$ cat config.mk
export PLATFORM = sky130hd
export DESIGN_NAME = fetch_unit
export DESIGN_NICKNAME = d
export VERILOG_FILES = /design/src/rtl/fetch_unit_pkg.sv /design/src/rtl/fetch_queue.sv /design/src/rtl/fetch_unit.sv
export SDC_FILE = /design/constraint.sdc
export NUM_CORES = 1
export LEC_CHECK = 0
export CORE_MARGIN = 2
export CORE_UTILIZATION = 52
export DETAILED_ROUTE_END_ITERATION = 16
export GPL_TIMING_DRIVEN = 0
export PLACE_DENSITY = 0.79
export REMOVE_ABC_BUFFERS = 1
export SYNTH_ARGS = -nofsm -noshare
export SYNTH_HDL_FRONTEND = slang
export SYNTH_SLANG_ARGS = --single-unit
$ cat constraint.sdc
create_clock -name clk -period 3.5 [get_ports clk]
set_clock_uncertainty 0.2 [all_clocks]
set_input_delay 0.525 -clock clk [delete_from_list [all_inputs] [get_ports clk]]
set_output_delay 0.525 -clock clk [all_outputs]
set_load 0.1 [all_outputs]
$ cat src/rtl/fetch_unit_pkg.sv
// fetch_unit_pkg: constants and the queue entry type shared by the PC register, fetch and decode
package fetch_unit_pkg;
  localparam int INSTR_W = 32;
  localparam logic [31:0] PC_INC = 32'd4;
  localparam logic [31:0] RESET_PC = 32'h0000_0000;
  localparam logic [INSTR_W-1:0] NOP = 32'h0000_0013;
  typedef struct packed {
    logic [31:0] pc;
    logic [INSTR_W-1:0] instr;
  } fq_entry_t;
endpackage

$ cat src/rtl/fetch_queue.sv
// fetch_queue: circular in-order FIFO of fetched {pc, instr} with flush and same-cycle enq/deq
module fetch_queue import fetch_unit_pkg::*; #(
  parameter int DEPTH = 4
) (
  input  logic                     clk,
  input  logic                     reset,
  input  logic                     flush,
  input  logic                     enq,
  input  fq_entry_t                enq_data,
  input  logic                     deq,
  output fq_entry_t                deq_data,
  output logic [$clog2(DEPTH):0]   count
);
  localparam int AW = $clog2(DEPTH);
  localparam int CW = AW + 1;
  fq_entry_t mem [DEPTH];
  logic [AW-1:0] head, tail;
  always_ff @(posedge clk) begin
    if (reset || flush) begin
      head  <= '0;
      tail  <= '0;
      count <= '0;
    end else begin
      if (enq) begin
        mem[tail] <= enq_data;
        tail      <= tail + AW'(1);
      end
      if (deq) head <= head + AW'(1);
      count <= count + CW'(enq) - CW'(deq);
    end
  end
  assign deq_data = (count != '0) ? mem[head] : '0;
endmodule

$ cat src/rtl/fetch_unit.sv
// fetch_unit: fetches at pc_current into the queue, drives PC next/write with stall and redirect
module fetch_unit import fetch_unit_pkg::*; #(
  parameter int DEPTH = 4
) (
  input  logic                     clk,
  input  logic                     reset,
  input  logic [31:0]              pc_current,
  output logic [31:0]              pc_next,
  output logic                     pc_write,
  output logic [31:0]              imem_addr,
  input  logic [INSTR_W-1:0]       imem_rdata,
  input  logic                     redirect_valid,
  input  logic [31:0]              redirect_pc,
  output logic                     deq_valid,
  input  logic                     deq_ready,
  output logic [INSTR_W-1:0]       deq_instr,
  output logic [31:0]              deq_pc,
  output logic [$clog2(DEPTH):0]   count
);
  localparam int CW = $clog2(DEPTH) + 1;
  logic deq_fire, enq_ok, live;
  fq_entry_t wr, head;
  assign imem_addr = pc_current;
  assign deq_valid = count != '0;
  assign deq_fire  = deq_valid & deq_ready;
  assign enq_ok    = (count != CW'(DEPTH)) | deq_fire;
  assign live      = !reset & !redirect_valid;
  assign wr        = '{pc: pc_current, instr: imem_rdata};
  always_comb pc_next = reset ? pc_current : redirect_valid ? redirect_pc : enq_ok ? pc_current + PC_INC : pc_current;
  assign pc_write  = !reset & (redirect_valid | enq_ok);
  fetch_queue #(.DEPTH(DEPTH)) u_q (
    .clk      (clk),
    .reset    (reset),
    .flush    (redirect_valid),
    .enq      (live & enq_ok),
    .enq_data (wr),
    .deq      (live & deq_fire),
    .deq_data (head),
    .count    (count)
  );
  assign deq_instr = head.instr;
  assign deq_pc    = head.pc;
endmodule

# == Word-level counts from Yosys, hierarchy flattened ==
# Memories as Yosys holds them, arrays and structs flattened. A register that Yosys moved wholly into a read port is not among the register bits.
# Index checks and enable logic that the tools add are counted.
# op_classes
addsub,5
eq_ne,1
n_mux,9
bitwise,7
reduce_logical,4
# op_table
operator,count
$mux 32,3
$mux 64,1
$add 32x3->32 const B,1
$and 1x1->1,5
$add 2x1->2 const B,2
$mux 2,2
$add 3x1->3,1
$mux 1,3
$ne 3x3->1 const B,1
$reduce_bool 3->1,1
$sub 3x1->3,1
$logic_not 1->1,2
$or 1x1->1,2
$logic_or 1x1->1,1
# totals
reg_bits,7
ram_bits,256
in_bits,100
output_inout_bits,133
mem_count,1
# memory_table
memory,depth,width,rd,rd_ports_with_merged_regs,write_ports,line,text
u_q.mem,4,64,1,1,1,fetch_queue.sv:16,fq_entry_t mem [DEPTH];

# == Longest topological paths before layout ==
# Gate-level depths: netlist (run 1).
# logic_depth
ltp_word,7
ltp_mapped,10

# == Modules after synthesis ==
# From an unflattened synthesis (run 1), not the netlist that was laid out.
# hier_totals
hier_cells,696
hier_area_um2,11700.0
# modules_own_cells
module,instances,cells_each,area_per_inst_um2,seq_area_each_um2
fetch_queue,1,449,10184.8,7867.5
fetch_unit,1,247,1515.2,0.0

# == Worst setup path after synthesis (run 1) ==
# OpenSTA, ideal clock, no wires.
# synth_timing
kind,reg-to-output
from,reg u_q.count[2]
to,out pc_next[14]
arrival_time_ps,5325
required_ps,2775
path_slack_ps,-2550
stages_incl_launch_ff,5
n_path_buf,0
path_cell_list,dfxtp_1 -> or4b_4 -> nand3_1 -> nor3_1 -> o311ai_0
# synth_via
elab_chain_cells,6
elab_cells_between_ends,7
cone_classes,1 x eq/ne; 3 x mux; 2 x bitwise; 1 x reduce/logical
# synth_rtl
element,line,text
start: declaration,fetch_queue.sv:12,output logic [$clog2(DEPTH):0] count
start signal: assignment,fetch_queue.sv:29,count <= count + CW'(enq) - CW'(deq);
$reduce_bool 3->1,fetch_unit.sv:24,assign deq_valid = count != '0;
$and 1x1->1,fetch_unit.sv:25,assign deq_fire = deq_valid & deq_ready;
$or 1x1->1 *,fetch_unit.sv:26,assign enq_ok = (count != CW'(DEPTH)) | deq_fire;
$mux 32 * (3 in series),fetch_unit.sv:29,always_comb pc_next = reset ? pc_current : redirect_valid ? redirect_pc : enq_ok ? pc_current + PC_INC : pc_cu ...
end: declaration,fetch_unit.sv:8,"output logic [31:0] pc_next,"
# Every way passes the cells marked *; elsewhere a longest branch is shown, timed or not.

# == Final worst setup path (run 1) ==
# layout_timing
from,in pc_current[19]
to,out pc_next[30]
# layout_via
elab_chain_cells,4
# layout_rtl
element,line,text
start: declaration,fetch_unit.sv:7,"input logic [31:0] pc_current,"
$add 32x3->32,fetch_unit.sv:29,
$mux 32 (3 in series),fetch_unit.sv:29,
# Every way passes these cells.

==> summary.md, run 1 <==
| Metric | Value |
|---|---|
| Status | complete, no violations |
| Die Span Y | 154 um |
| Vias in the first global route | 7,275 |
| Maximum net fanout on the critical path | 11 |
| Endpoints failing hold | 0 |
| Residual overflow from global routing | 0 |
| Layout area overhead | 30.0% |
| Primary FF master, synth | sky130_fd_sc_hd__edfxtp_1 |
| Number of hold buffers added after CTS | 0 |
| Share of synthesized registers carrying an async set or reset | 0% |
| Placed wire-length estimate after detailed placement | 16,500 um |
| RSZ-0062 raised after global routing | true |
| Antenna-violating nets left | 0 |
| Arrival @ worst endpoint | 2700 ps |
| Required time worst endpoint | around 2800 ps |
| DRC Markers | 0 |
| Leak | around 5.0 nW |
| Maximum number of pins on one net before global-route repair | 60 |
| Hold path startpoint | pc_current[14] |
| Final worst path period share | a little over nine tenths |
| Post-synth EDFFs | 256 |
| Final estimated routing congestion in global placement | 0.759 |
| Hold Crit Endpoint | u_q.mem[2][46]$_DFFE_PP_ |
| Starting density of the core | 53.3% |
| Max-slew violation count | 0 |
| Clock tree from TritonCTS | built |
| Sequential element share of the synthesized area | about two thirds |
| Syn Std Cell Area | between 0.01 and 0.015 mm^2 |
| Number of buffers created by CTS | 26 |
| Initial drt markers | 585 |
| Setup-failing EPs final | 0 |
| Total of flip-flops plus latches after synthesis | 265 |
| Peak Freq | 0.292 GHz |
| PD cells | 495 mW/mm^2 |
| Total Die Area | about 0.024 mm^2 |
| Endpoint of the worst register-to-register path | u_q.count[2]$_SDFF_PN0_ |
| Worst-skew pair later-pin latency | 510 ps |
| Critical Setup Path Class | in2out |
| Clock tree sinks | 265 |
| Buffers added on ports | 232 |
| Synth Area per Inst | 16.7 um^2 |
| Number of fill cells in the layout | 1,539 |
| Cells on worst reg2reg path | 10 |
| Worst min-delay path class | in2reg |
| Worst hold slack | 232 ps |
| Worst Tran Pin Value | 998 ps |
| Detailed-routing iteration count for the pre-antenna-repair pass | 6 |
| Area of the core | 0.0219 mm^2 |
| Number of top-level design ports | 233 |
| Number of cells on the worst hold path | 1 |
| Total number of H-tree levels | 1 |
| Highest-count cells in the layout ignoring fill and taps | 256 x sky130_fd_sc_hd__edfxtp_1, 107 x sky130_fd_sc_hd__clkdlybuf4s50_1, 71 x sky130_fd_sc_hd__clkdlybuf4s15_2, 67 x sky130_fd_sc_hd__and2_1, 64 x sky130_fd_sc_hd__mux4_2 |
| Initial antenna violation count | 0 |
| Antenna Diode Count | 0 |
| Total number of nets in the final design | 1,015 |
| Post-detailed-routing wire length | 26,800 um |
| Setup crit end kind | output pin |
| Buffer type at the clock tree root | sky130_fd_sc_hd__clkbuf_16 |
| Total Routing Usage GR | 22.3% |
| Wire length of the first global-routing pass | 41,300 um |
| Slew margin rel. | 33.3% |
| Vias post-DR | between 7,000 and 8,000 |
| Startpoint type of the worst setup path | primary input |
| Unique cell type count in the Yosys netlist | 64 |
| Average via count per standard cell | 5.88 |
| Fraction of final layout cells sized beyond drive strength 1 | ~28% |
| Maximum clock insertion buffer count | 3 |
| Commonest non-fill, non-tap cell in the layout | sky130_fd_sc_hd__edfxtp_1 |
| Horiz. Die Dim | 154 um |
| Count of yosys warnings during synthesis | 0 |
| Gate Count Post-Synth | 698 |
| Shortest period the worst path allows | 3420 ps |
| Slack of the worst reg-to-reg path | about 430 ps |
| Reg clk slew, reported paths | 60 ps |
| Max VDD drop | slightly below 0.3 mV |
| Worst R2R Start | u_q.count[2]$_SDFF_PN0_ |
| Routed wire per std cell | between 20 and 25 um |
| Final-layout setup total negative slack | 0 ps |
| Maxcap violations | 0 |
| Number of cell rows | 54 |
==> state kept, by name, summed over array words and instances, names as in the netlist, named ones only <==
register and flops:
u_q.tail 2, u_q.head 2, u_q.count 3, u_q.mem 256
==> per-layer routing <==
metal / track usage [%] / routed length, um
met4: 4.72 / 437
met3: 4.31 / 2070
met2: 37.4 / 13200
met5: 0 / 0
met1: 31.0 / 11100
==> worst max-delay path, cell delays in order <==
cell and delay, ps:
sky130_fd_sc_hd__dlygate4sd2_1 460, sky130_fd_sc_hd__and4_4 320, sky130_fd_sc_hd__and4b_4 290, sky130_fd_sc_hd__nand3_4 130, sky130_fd_sc_hd__or4b_1 530, sky130_fd_sc_hd__a21oi_1 180, sky130_fd_sc_hd__buf_6 250
==> Yosys cell counts (3+ instances only) <==
master	count	area [um^2]
sky130_fd_sc_hd__or3_1	3	18.8
sky130_fd_sc_hd__o22ai_1	3	18.8
sky130_fd_sc_hd__and3_1	14	87.6
sky130_fd_sc_hd__nand4_1	7	43.8
sky130_fd_sc_hd__dfxtp_1	9	180
sky130_fd_sc_hd__o21ai_0	14	70.1
sky130_fd_sc_hd__ha_1	7	87.6
sky130_fd_sc_hd__o22a_1	3	26.3
sky130_fd_sc_hd__mux2i_1	3	30.0
sky130_fd_sc_hd__a21oi_1	16	80.1
sky130_fd_sc_hd__buf_4	32	240
sky130_fd_sc_hd__nand3_1	16	80.1
sky130_fd_sc_hd__inv_1	7	26.3
sky130_fd_sc_hd__and2_1	67	419
sky130_fd_sc_hd__nand2_1	23	86.3
sky130_fd_sc_hd__clkbuf_1	28	105
sky130_fd_sc_hd__or4_1	5	37.5
sky130_fd_sc_hd__edfxtp_1	256	7690
sky130_fd_sc_hd__nand3b_1	7	52.6
sky130_fd_sc_hd__mux4_2	64	1440
sky130_fd_sc_hd__nand2b_1	3	18.8
sky130_fd_sc_hd__nor3_1	6	30.0
sky130_fd_sc_hd__a22oi_1	12	90.1
sky130_fd_sc_hd__nor2_1	31	116
sky130_fd_sc_hd__buf_2	7	35.0
sky130_fd_sc_hd__nor2b_1	4	25.0
==> power breakdown <==
part	switching [mW]	internal, mW
Sequential	0.0147	3.54
Combinational	0.833	0.291
Clock	1.16	1.67
==> per-stage QoR <==
stage               utilization [%]  instance area [um^2]  setup WS (ps)  std cells  total power [mW]
finish                         69.2                 15200           75.1       1207              7.50
global route                   69.2                 15200          -20.6       1207              7.72
CTS                            68.9                 15100          0.290       1198              7.55
detailed placement             64.5                 14100          -1540       1147              4.77
global placement               63.6                 13900          -3050       1139              4.76
floorplan                         -                 11200          -2610        627              4.22
==> cells by family (layout without fill, tap and decap cells) <==
family,after synthesis,in the layout,share of synthesized area [%]
DFF,265,265,67.5
and+or+nand+nor,207,207,10.8
buffers and inverters,78,307,3.75
muxes,69,69,12.8
AOI/OAI and AO/OA,67,67,3.86
adders and majority gates,8,8,0.923
xor gates and xnor gates,4,4,0.301
==> repair_timing <==
action / 4_1_cts / 5_1_grt
buffers inserted: 3 / 9
gates resized for setup: 398 / 9
gates cloned: 0 / 0
pin swaps: 2 / 1
setup endpoints to repair: 98 / 27
==> layout make-up <==
type	count	area (um^2)	share of cell area (%)
clock buffers	35	756	4.99
inverters	7	26.3	0.173
clock inverters	13	131	0.867
flip-flops and latches	265	7880	52.0
repair buffers	252	2620	17.3
multi-input cells	355	3400	22.4
well taps	280	350	2.31
==> worst max path at each step <==
stage | from | endpoint | slack, ps | depth (start not counted)
after floorplan | u_q.count[2]$_SDFF_PN0_ | pc_next[14] | -2610 | 4
after global placement | redirect_valid | u_q.mem[3][6]$_DFFE_PP_ | -3050 | 3
after detailed placement | pc_current[8] | pc_next[31] | -1540 | 7
after CTS | pc_current[17] | pc_next[30] | 0.3 | 7
after global routing | pc_current[11] | pc_next[30] | -20 | 7
final | pc_current[19] | pc_next[30] | 80 | 7
Power figures use the tool's default switching activity.
==> run 2: changes to the inputs <==
Settings changed: CORE_MARGIN 2 to 3.
==> run 2 against run 1 <==
Against the previous run:
- register-to-register slack barely moved
- routed wire length decreased by 2.5%
- clock power fell by 7.8%
- die area increased by 2.6%
- combinational power is essentially flat
- first-iteration DRC count fell by 12%
- via count is 0.35% lower
- critical path depth unchanged
- cell count down 0.17%
==> summary.md, run 2 (synthesis gave the netlist of run 1 again) <==
| Metric | Value |
|---|---|
| Final-layout setup total negative slack | 0 ps (unchanged) |
| Starting density of the core | 53.1% (-0.16 points) |
| RSZ-0062 raised after global routing | false |
| Startpoint type of the worst setup path | primary input |
| Register with the most flip-flops | u_q.mem |
| Leak | 5.10 nW (+1.5%) |
| Worst R2R Start | u_q.count[2]$_SDFF_PN0_ |
| Routed wire per std cell | 21.7 um (-2.3%) |
| Area of all placed cells without fillers | 0.0150 mm^2 (-0.88%) |
| Maximum number of pins on one net before global-route repair | 60 (unchanged) |
| Shortest period the worst path allows | 3420 ps (-7.46 ps) |
| PnR worst setup slack | 82.6 ps (+7.46 ps) |
| Required time worst endpoint | 2770 ps (about the same) |
| Non-filler cells, final | 1,205 (-0.17%) |
| Hold Crit Endpoint | u_q.mem[3][46]$_DFFE_PP_ |
| Max VDD drop | 0.225 mV (-24%) |
| Initial drt markers | 515 (-12%) |
| Number of flip-flops in the largest register | 256 (unchanged) |
| Worst hold slack | 214 ps (-17.4 ps) |
| Wire length of the first global-routing pass | 40,700 um (-1.5%) |
| Number of fill cells in the layout | 1,508 (-2.0%) |
| Setup slack after placement | -1440 ps (+107 ps) |
| Worst-skew pair later-pin latency | 520 ps (about the same) |
| Clock tree sinks | 265 (unchanged) |
| Placed wire-length estimate after detailed placement | 16,200 um (-1.7%) |
| Setup crit end kind | output pin |
| Critical Setup Path Class | in2out |
| Final estimated routing congestion in global placement | 0.798 (+5.1%) |
| Worst min-delay path class | in2reg |
| Setup-failing EPs final | 0 (unchanged) |
| DRC Markers | 0 (unchanged) |
| Peak Freq | 0.293 GHz (+0.22%) |
| Maximum clock insertion buffer count | 3 (unchanged) |
| Cells on worst reg2reg path | 10 (unchanged) |
| Largest registers | u_q.mem x256, u_q.count x3 |
| Status | complete, no violations |
| Multi-input combinational cell area | 0.00341 mm^2 (+0.18%) |
| Slew margin rel. | 32.7% (-0.62 points) |
| Buffer type at the clock tree root | sky130_fd_sc_hd__clkbuf_16 |
| Total number of H-tree levels | 1 (unchanged) |
| Number of cell rows | 54 (unchanged) |
| Buffers added on ports | 232 (unchanged) |
| Highest routing layer actually used | met4 |
| Maxcap violations | 0 (unchanged) |
| Share of the core filled with cells | 68.4% (-0.82 points) |
| Clock tree from TritonCTS | built |
| Commonest non-fill, non-tap cell in the layout | sky130_fd_sc_hd__edfxtp_1 |
| Number of top-level design ports | 233 (unchanged) |
| Met2 wire length | 12,600 um (-4.6%) |
| Horiz. Die Dim | 156 um (+1.3%) |
| Max-slew violation count | 0 (unchanged) |
| Average via count per standard cell | 5.87 (-0.19%) |
| Maximum net fanout on the critical path | 10 (-1) |
| Layout area overhead | 28.9% |
| Final worst path period share | 97.6% (-0.21 points) |
| Total Die Area | 0.0243 mm^2 (+2.6%) |
| Area of the core | 0.0220 mm^2 (+0.31%) |
| Antenna Diode Count | 0 (unchanged) |
| Hold path startpoint | pc_current[14] |
| Total Routing Usage GR | 21.7% (-0.67 points) |
| Fraction of final layout cells sized beyond drive strength 1 | 24.9% (-2.9 points) |
| Number of buffers created by CTS | 26 (unchanged) |
| Vias in the first global route | 7,129 (-2.0%) |
| Antenna-violating nets left | 0 (unchanged) |
| Initial antenna violation count | 0 (unchanged) |
| Number of cells on the worst hold path | 1 (unchanged) |
| Seq. cell area | 0.00788 mm^2 (about the same) |
| Worst Tran Pin Value | 1010 ps (+9.27 ps) |
| Detailed-routing iteration count for the pre-antenna-repair pass | 5 (-1) |
| Die Span Y | 156 um (+1.3%) |
| Slack of the worst reg-to-reg path | 420 ps (about the same) |
| Total number of nets in the final design | 1,013 (-0.20%) |
| Area post-placement | 0.0141 mm^2 (about the same) |
| Total power after layout | 7.28 mW (-3.0%) |
| Endpoint of the worst register-to-register path | u_q.count[2]$_SDFF_PN0_ |
| Reg clk slew, reported paths | 60 ps (about the same) |
| Endpoints failing hold | 0 (unchanged) |
| Vias post-DR | 7,070 (-0.35%) |
| Arrival @ worst endpoint | 2690 ps (about the same) |
| Post-detailed-routing wire length | 26,100 um (-2.5%) |
| Residual overflow from global routing | 0 (unchanged) |
| Met1 layer wirelength in the final routing | 10,600 um (-3.7%) |
| PD cells | 485 mW/mm^2 (-2.1%) |
| Placed instance count | 1,146 (-0.087%) |
| Highest-count cells in the layout ignoring fill and taps | 256 x sky130_fd_sc_hd__edfxtp_1, 105 x sky130_fd_sc_hd__clkdlybuf4s50_1, 67 x sky130_fd_sc_hd__and2_1, 64 x sky130_fd_sc_hd__mux4_2, 49 x sky130_fd_sc_hd__clkdlybuf4s15_2 |
| Metal3 WL | 2410 um (+16%) |
==> run 2: area by class of cell <==
class                      instances  area share [%]
sequential                       265            52.4
multi-input combinational        355            22.7
timing repair buffer             250            17.0
clock buffer                      33            4.65
tap                              280            2.33
clock inverter                    15           0.691
inverter                           7           0.175
==> run 2: critical path, stage by stage <==
cell                            delay, ps
sky130_fd_sc_hd__dlygate4sd2_1        390
sky130_fd_sc_hd__ha_1                 330
sky130_fd_sc_hd__and3_4               330
sky130_fd_sc_hd__nand3_4              140
sky130_fd_sc_hd__or4b_1               520
sky130_fd_sc_hd__a21oi_1              190
sky130_fd_sc_hd__buf_6                250
==> run 2: worst max-delay path by stage <==
stage,from,to,slack (ps),cells after the start
floorplan,u_q.count[2]$_SDFF_PN0_,pc_next[14],-2610,4
global placement,flop,deq_pc[19],-2990,3
detailed placement,pc_current[8],pc_next[31],-1440,7
CTS,pc_current[12],pc_next[30],6,7
global route,pc_current[8],pc_next[21],1,8
finish,pc_current[3],pc_next[30],80,7
==> run 2: repair_timing <==
item	4_1_cts	5_1_grt
hold endpoints to repair	0	0
hold buffers	0	0
endpoints found under the setup margin	98	22
buffers inserted	3	8
pin swaps	2	2
resized for setup	355	22
==> run 2: power breakdown <==
| group | switching [mW] | internal, mW |
|---|---|---|
| clock | 1.12 | 1.49 |
| sequential | 0.0149 | 3.54 |
| combinational | 0.831 | 0.289 |
==> run 2: layer usage <==
metal | GRT usage, % | up-vias
met5 | 0 | -
met4 | 4.79 | 0
met3 | 4.63 | 36
met2 | 35.4 | 370
met1 | 30.5 | 3511
li1 | - | 3153
==> run 3: changes to the inputs <==
Settings changed: CORE_MARGIN 3 to 8, REMOVE_ABC_BUFFERS 1 to unset.
==> run 3 against run 2 <==
Against the previous run:
- routed wire length grew 16%
- worst setup slack got worse by 35 ps
- flip-flop and latch count unchanged
- global-route usage barely moved
- sequential power hardly changed
- clock power rose by 12%
- die area rose by 13%
- first-iteration DRC count increased by 4.1%
- non-clock buffer count increased by 59
- critical path type unchanged
- critical endpoint unchanged
==> summary.md, run 3 (synthesis gave the netlist of run 1 again) <==
| Metric | Value |
|---|---|
| Worst hold slack | 181 ps (-33.7 ps) |
| Post-synth net total | 806 |
| Residual overflow from global routing | 0 (unchanged) |
| Highest-delay cell along the critical path | sky130_fd_sc_hd__or4b_4 |
| Number of fill cells in the layout | 1,499 (-0.60%) |
| Endpoints failing hold | 0 (unchanged) |
| Total number of nets in the final design | 1,073 (+5.9%) |
| Commonest non-fill, non-tap cell in the layout | sky130_fd_sc_hd__edfxtp_1 |
| Worst min-delay path class | in2reg |
| Multi-input combinational cell area | 0.00348 mm^2 (+2.1%) |
| Leak | 5.27 nW (+3.2%) |
| Register with the most flip-flops | u_q.mem |
| Antenna-violating nets left | 0 (unchanged) |
| Area of the core | 0.0219 mm^2 (-0.31%) |
| RSZ-0062 raised after global routing | false |
| PnR worst setup slack | 47.8 ps (-34.8 ps) |
| Design internal power | 5.64 mW (+6.2%) |
| Buffers added on ports | 231 (-0.43%) |
| Clock tree from TritonCTS | built |
| Number of cell rows | 54 (unchanged) |
| Maximum net fanout on the critical path | 10 (unchanged) |
| Highest-count cells in the layout ignoring fill and taps | 256 x sky130_fd_sc_hd__edfxtp_1, 107 x sky130_fd_sc_hd__clkdlybuf4s50_1, 67 x sky130_fd_sc_hd__and2_1, 64 x sky130_fd_sc_hd__mux4_2, 59 x sky130_fd_sc_hd__clkdlybuf4s15_2 |
| Number of buffers created by CTS | 27 (+3.8%) |
| Critical Setup Path Class | in2out |
| Worst Tran Pin Value | 1040 ps (+35.6 ps) |
| Starting density of the core | 53.3% (+0.16 points) |
| Max-slew violation count | 0 (unchanged) |
| Hold Crit Endpoint | u_q.mem[1][40]$_DFFE_PP_ |
| Startpoint type of the worst setup path | primary input |
| Endpoint of the worst register-to-register path | u_q.count[2]$_SDFF_PN0_ |
| Fraction of final layout cells sized beyond drive strength 1 | 30.9% (+6.0 points) |
| Hold path startpoint | pc_current[8] |
| Wire length of the first global-routing pass | 47,000 um (+15%) |
| Post-detailed-routing wire length | 30,300 um (+16%) |
| Maximum clock insertion buffer count | 3 (unchanged) |
| Max VDD drop | 0.311 mV (+38%) |
| Antenna Diode Count | 0 (unchanged) |
| DRC Markers | 0 (unchanged) |
| Maximum number of pins on one net before global-route repair | 56 (-6.7%) |
| Cells on worst reg2reg path | 10 (unchanged) |
| Largest registers | u_q.mem x256, u_q.count x3 |
| Slack of the worst reg-to-reg path | 770 ps (+350 ps) |
| Total number of H-tree levels | 1 (unchanged) |
| Layout area overhead | 32.6% |
| Non-filler cells, final | 1,264 (+4.9%) |
| Required time worst endpoint | 2770 ps (about the same) |
| Seq. cell area | 0.00787 mm^2 (about the same) |
| Reg clk slew, reported paths | 60 ps (about the same) |
| Arrival @ worst endpoint | 2730 ps (+40 ps) |
| Number of cells on the worst hold path | 1 (unchanged) |
| Vias post-DR | 7,295 (+3.2%) |
| Setup slack after placement | -1210 ps (+227 ps) |
| Worst R2R Start | u_q.count[1]$_SDFF_PN0_ |
| Detailed-routing iteration count for the pre-antenna-repair pass | 5 (unchanged) |
| Vias in the first global route | 7,959 (+12%) |
| Total net switching power | 2.02 mW (+2.9%) |
| Clock tree sinks | 265 (unchanged) |
| Worst-skew pair later-pin latency | 530 ps (about the same) |
| Setup crit end kind | output pin |
| Critical-path cell list | dlygate4sd2_1 -> and4_4 -> and4b_4 -> nand3_4 -> or4b_4 -> a21oi_4 -> buf_12 |
| PD cells | 496 mW/mm^2 (+2.4%) |
| Clock network fraction of design power | 38.1% (+2.3 points) |
| Buffer type at the clock tree root | sky130_fd_sc_hd__clkbuf_16 |
| Slew margin rel. | 30.3% (-2.4 points) |
| Final worst path period share | 98.6% (+0.99 points) |
| Placed wire-length estimate after detailed placement | 21,000 um (+30%) |
| Reg power frac | 46.4% (-2.4 points) |
| Number of flip-flops in the largest register | 256 (unchanged) |
| Switching Fraction | 26.4% (-0.61 points) |
| Horiz. Die Dim | 166 um (+6.4%) |
| Average via count per standard cell | 5.77 (-1.6%) |
| Delay contributed by the slowest stage of the critical path | 550 ps (+30 ps) |
| Maxcap violations | 0 (unchanged) |
| Total power after layout | 7.67 mW (+5.3%) |
| Number of top-level design ports | 233 (unchanged) |
| Initial drt markers | 536 (+4.1%) |
| Initial antenna violation count | 1 (+1) |
| Proportion of power drawn by combinational gates | 15.6% (+0.2 points) |
| Shortest period the worst path allows | 3450 ps (+34.8 ps) |
| Peak Freq | 0.290 GHz (-1.0%) |
| Routed wire per std cell | 24.0 um (+11%) |
| Total Die Area | 0.0275 mm^2 (+13%) |
| Placed instance count | 1,213 (+5.8%) |
| Setup-failing EPs final | 0 (unchanged) |
| Die Span Y | 166 um (+6.4%) |
| Final estimated routing congestion in global placement | 0.921 (+15%) |
| Status | complete, no violations |
| Total Routing Usage GR | 21.6% (-0.047 points) |
## run 3: changes by cell type in the layout (fill, tap and decap cells not counted), moves of 3 or more
cell                              delta
sky130_fd_sc_hd__clkbuf_2           +15
sky130_fd_sc_hd__dlygate4sd2_1      -15
sky130_fd_sc_hd__buf_2              +18
sky130_fd_sc_hd__a21oi_1             -3
sky130_fd_sc_hd__o21ai_1             +4
sky130_fd_sc_hd__o21ai_0             -6
sky130_fd_sc_hd__buf_4              +19
sky130_fd_sc_hd__dlymetal6s2s_1      -6
sky130_fd_sc_hd__clkbuf_1           +13
sky130_fd_sc_hd__bufinv_16           +4
sky130_fd_sc_hd__clkdlybuf4s15_2    +10
## run 3: worst max path at each step
stage | start | to | slack [ps]
3_5_place_dp | pc_current[10] | pc_next[31] | -1210
6_report | pc_current[21] | pc_next[30] | 50
5_1_grt | redirect_valid | pc_next[11] | 0.4
4_1_cts | pc_current[11] | pc_next[30] | 0.4
2_1_floorplan | u_q.count[2]$_SDFF_PN0_ | pc_next[14] | -90
3_3_place_gp | deq_ready | u_q.mem[3][8]$_DFFE_PP_ | -1580
## run 3: stage by stage
step                utilization, %  TNS [ps]  cell area (um^2)
finish                        70.6         0             15500
detailed placement            66.4    -42290             14500
global route                  70.6         0             15500
global placement              65.9   -439280             14400
CTS                           70.7         0             15500
floorplan                        -     -94.1             11800
## run 3: area by class of cell
type                            count  area share, %
Buffer                             70           2.84
Tap cell                          280           2.27
Sequential cell                   265           50.9
Clock inverter                     17           1.40
Multi-Input combinational cell    355           22.5
Clock buffer                       31           4.47
Inverter                            7          0.170
Timing Repair Buffer              239           15.4
## run 3: worst max-delay path: cells and delay by family
kind	cells	cell delay, ps
and+or+nand+nor	4	1280
buffers and inverters	2	660
AOI/OAI and AO/OA	1	240
## run 3: power by group through the flow
stage	Combinational, mW	Sequential (mW)	Clock, mW
2_1_floorplan	0.801	3.63	0
3_5_place_dp	1.22	3.62	0
6_report	1.19	3.55	2.92
4_1_cts	1.19	3.55	2.98
3_3_place_gp	1.21	3.63	0
5_1_grt	1.24	3.56	3.10
## run 3: per-layer routing
metal  routed length (um)  track usage, %  up-vias  share of wire, %
met5                    9               0        -             0.030
met1                12200            27.4     3617                40
met2                14900            36.2      365                49
met4                  490            4.82        2               1.6
met3                 2790            6.22       43               9.2
li1                     -               -     3268                 -
## run 3: repair_timing
item	4_1_cts	5_1_grt
hold buffers	0	0
resized for setup	388	50
setup buffers	4	0
endpoints found under the hold margin	0	0
pin swaps	2	3
endpoints found under the setup margin	97	31
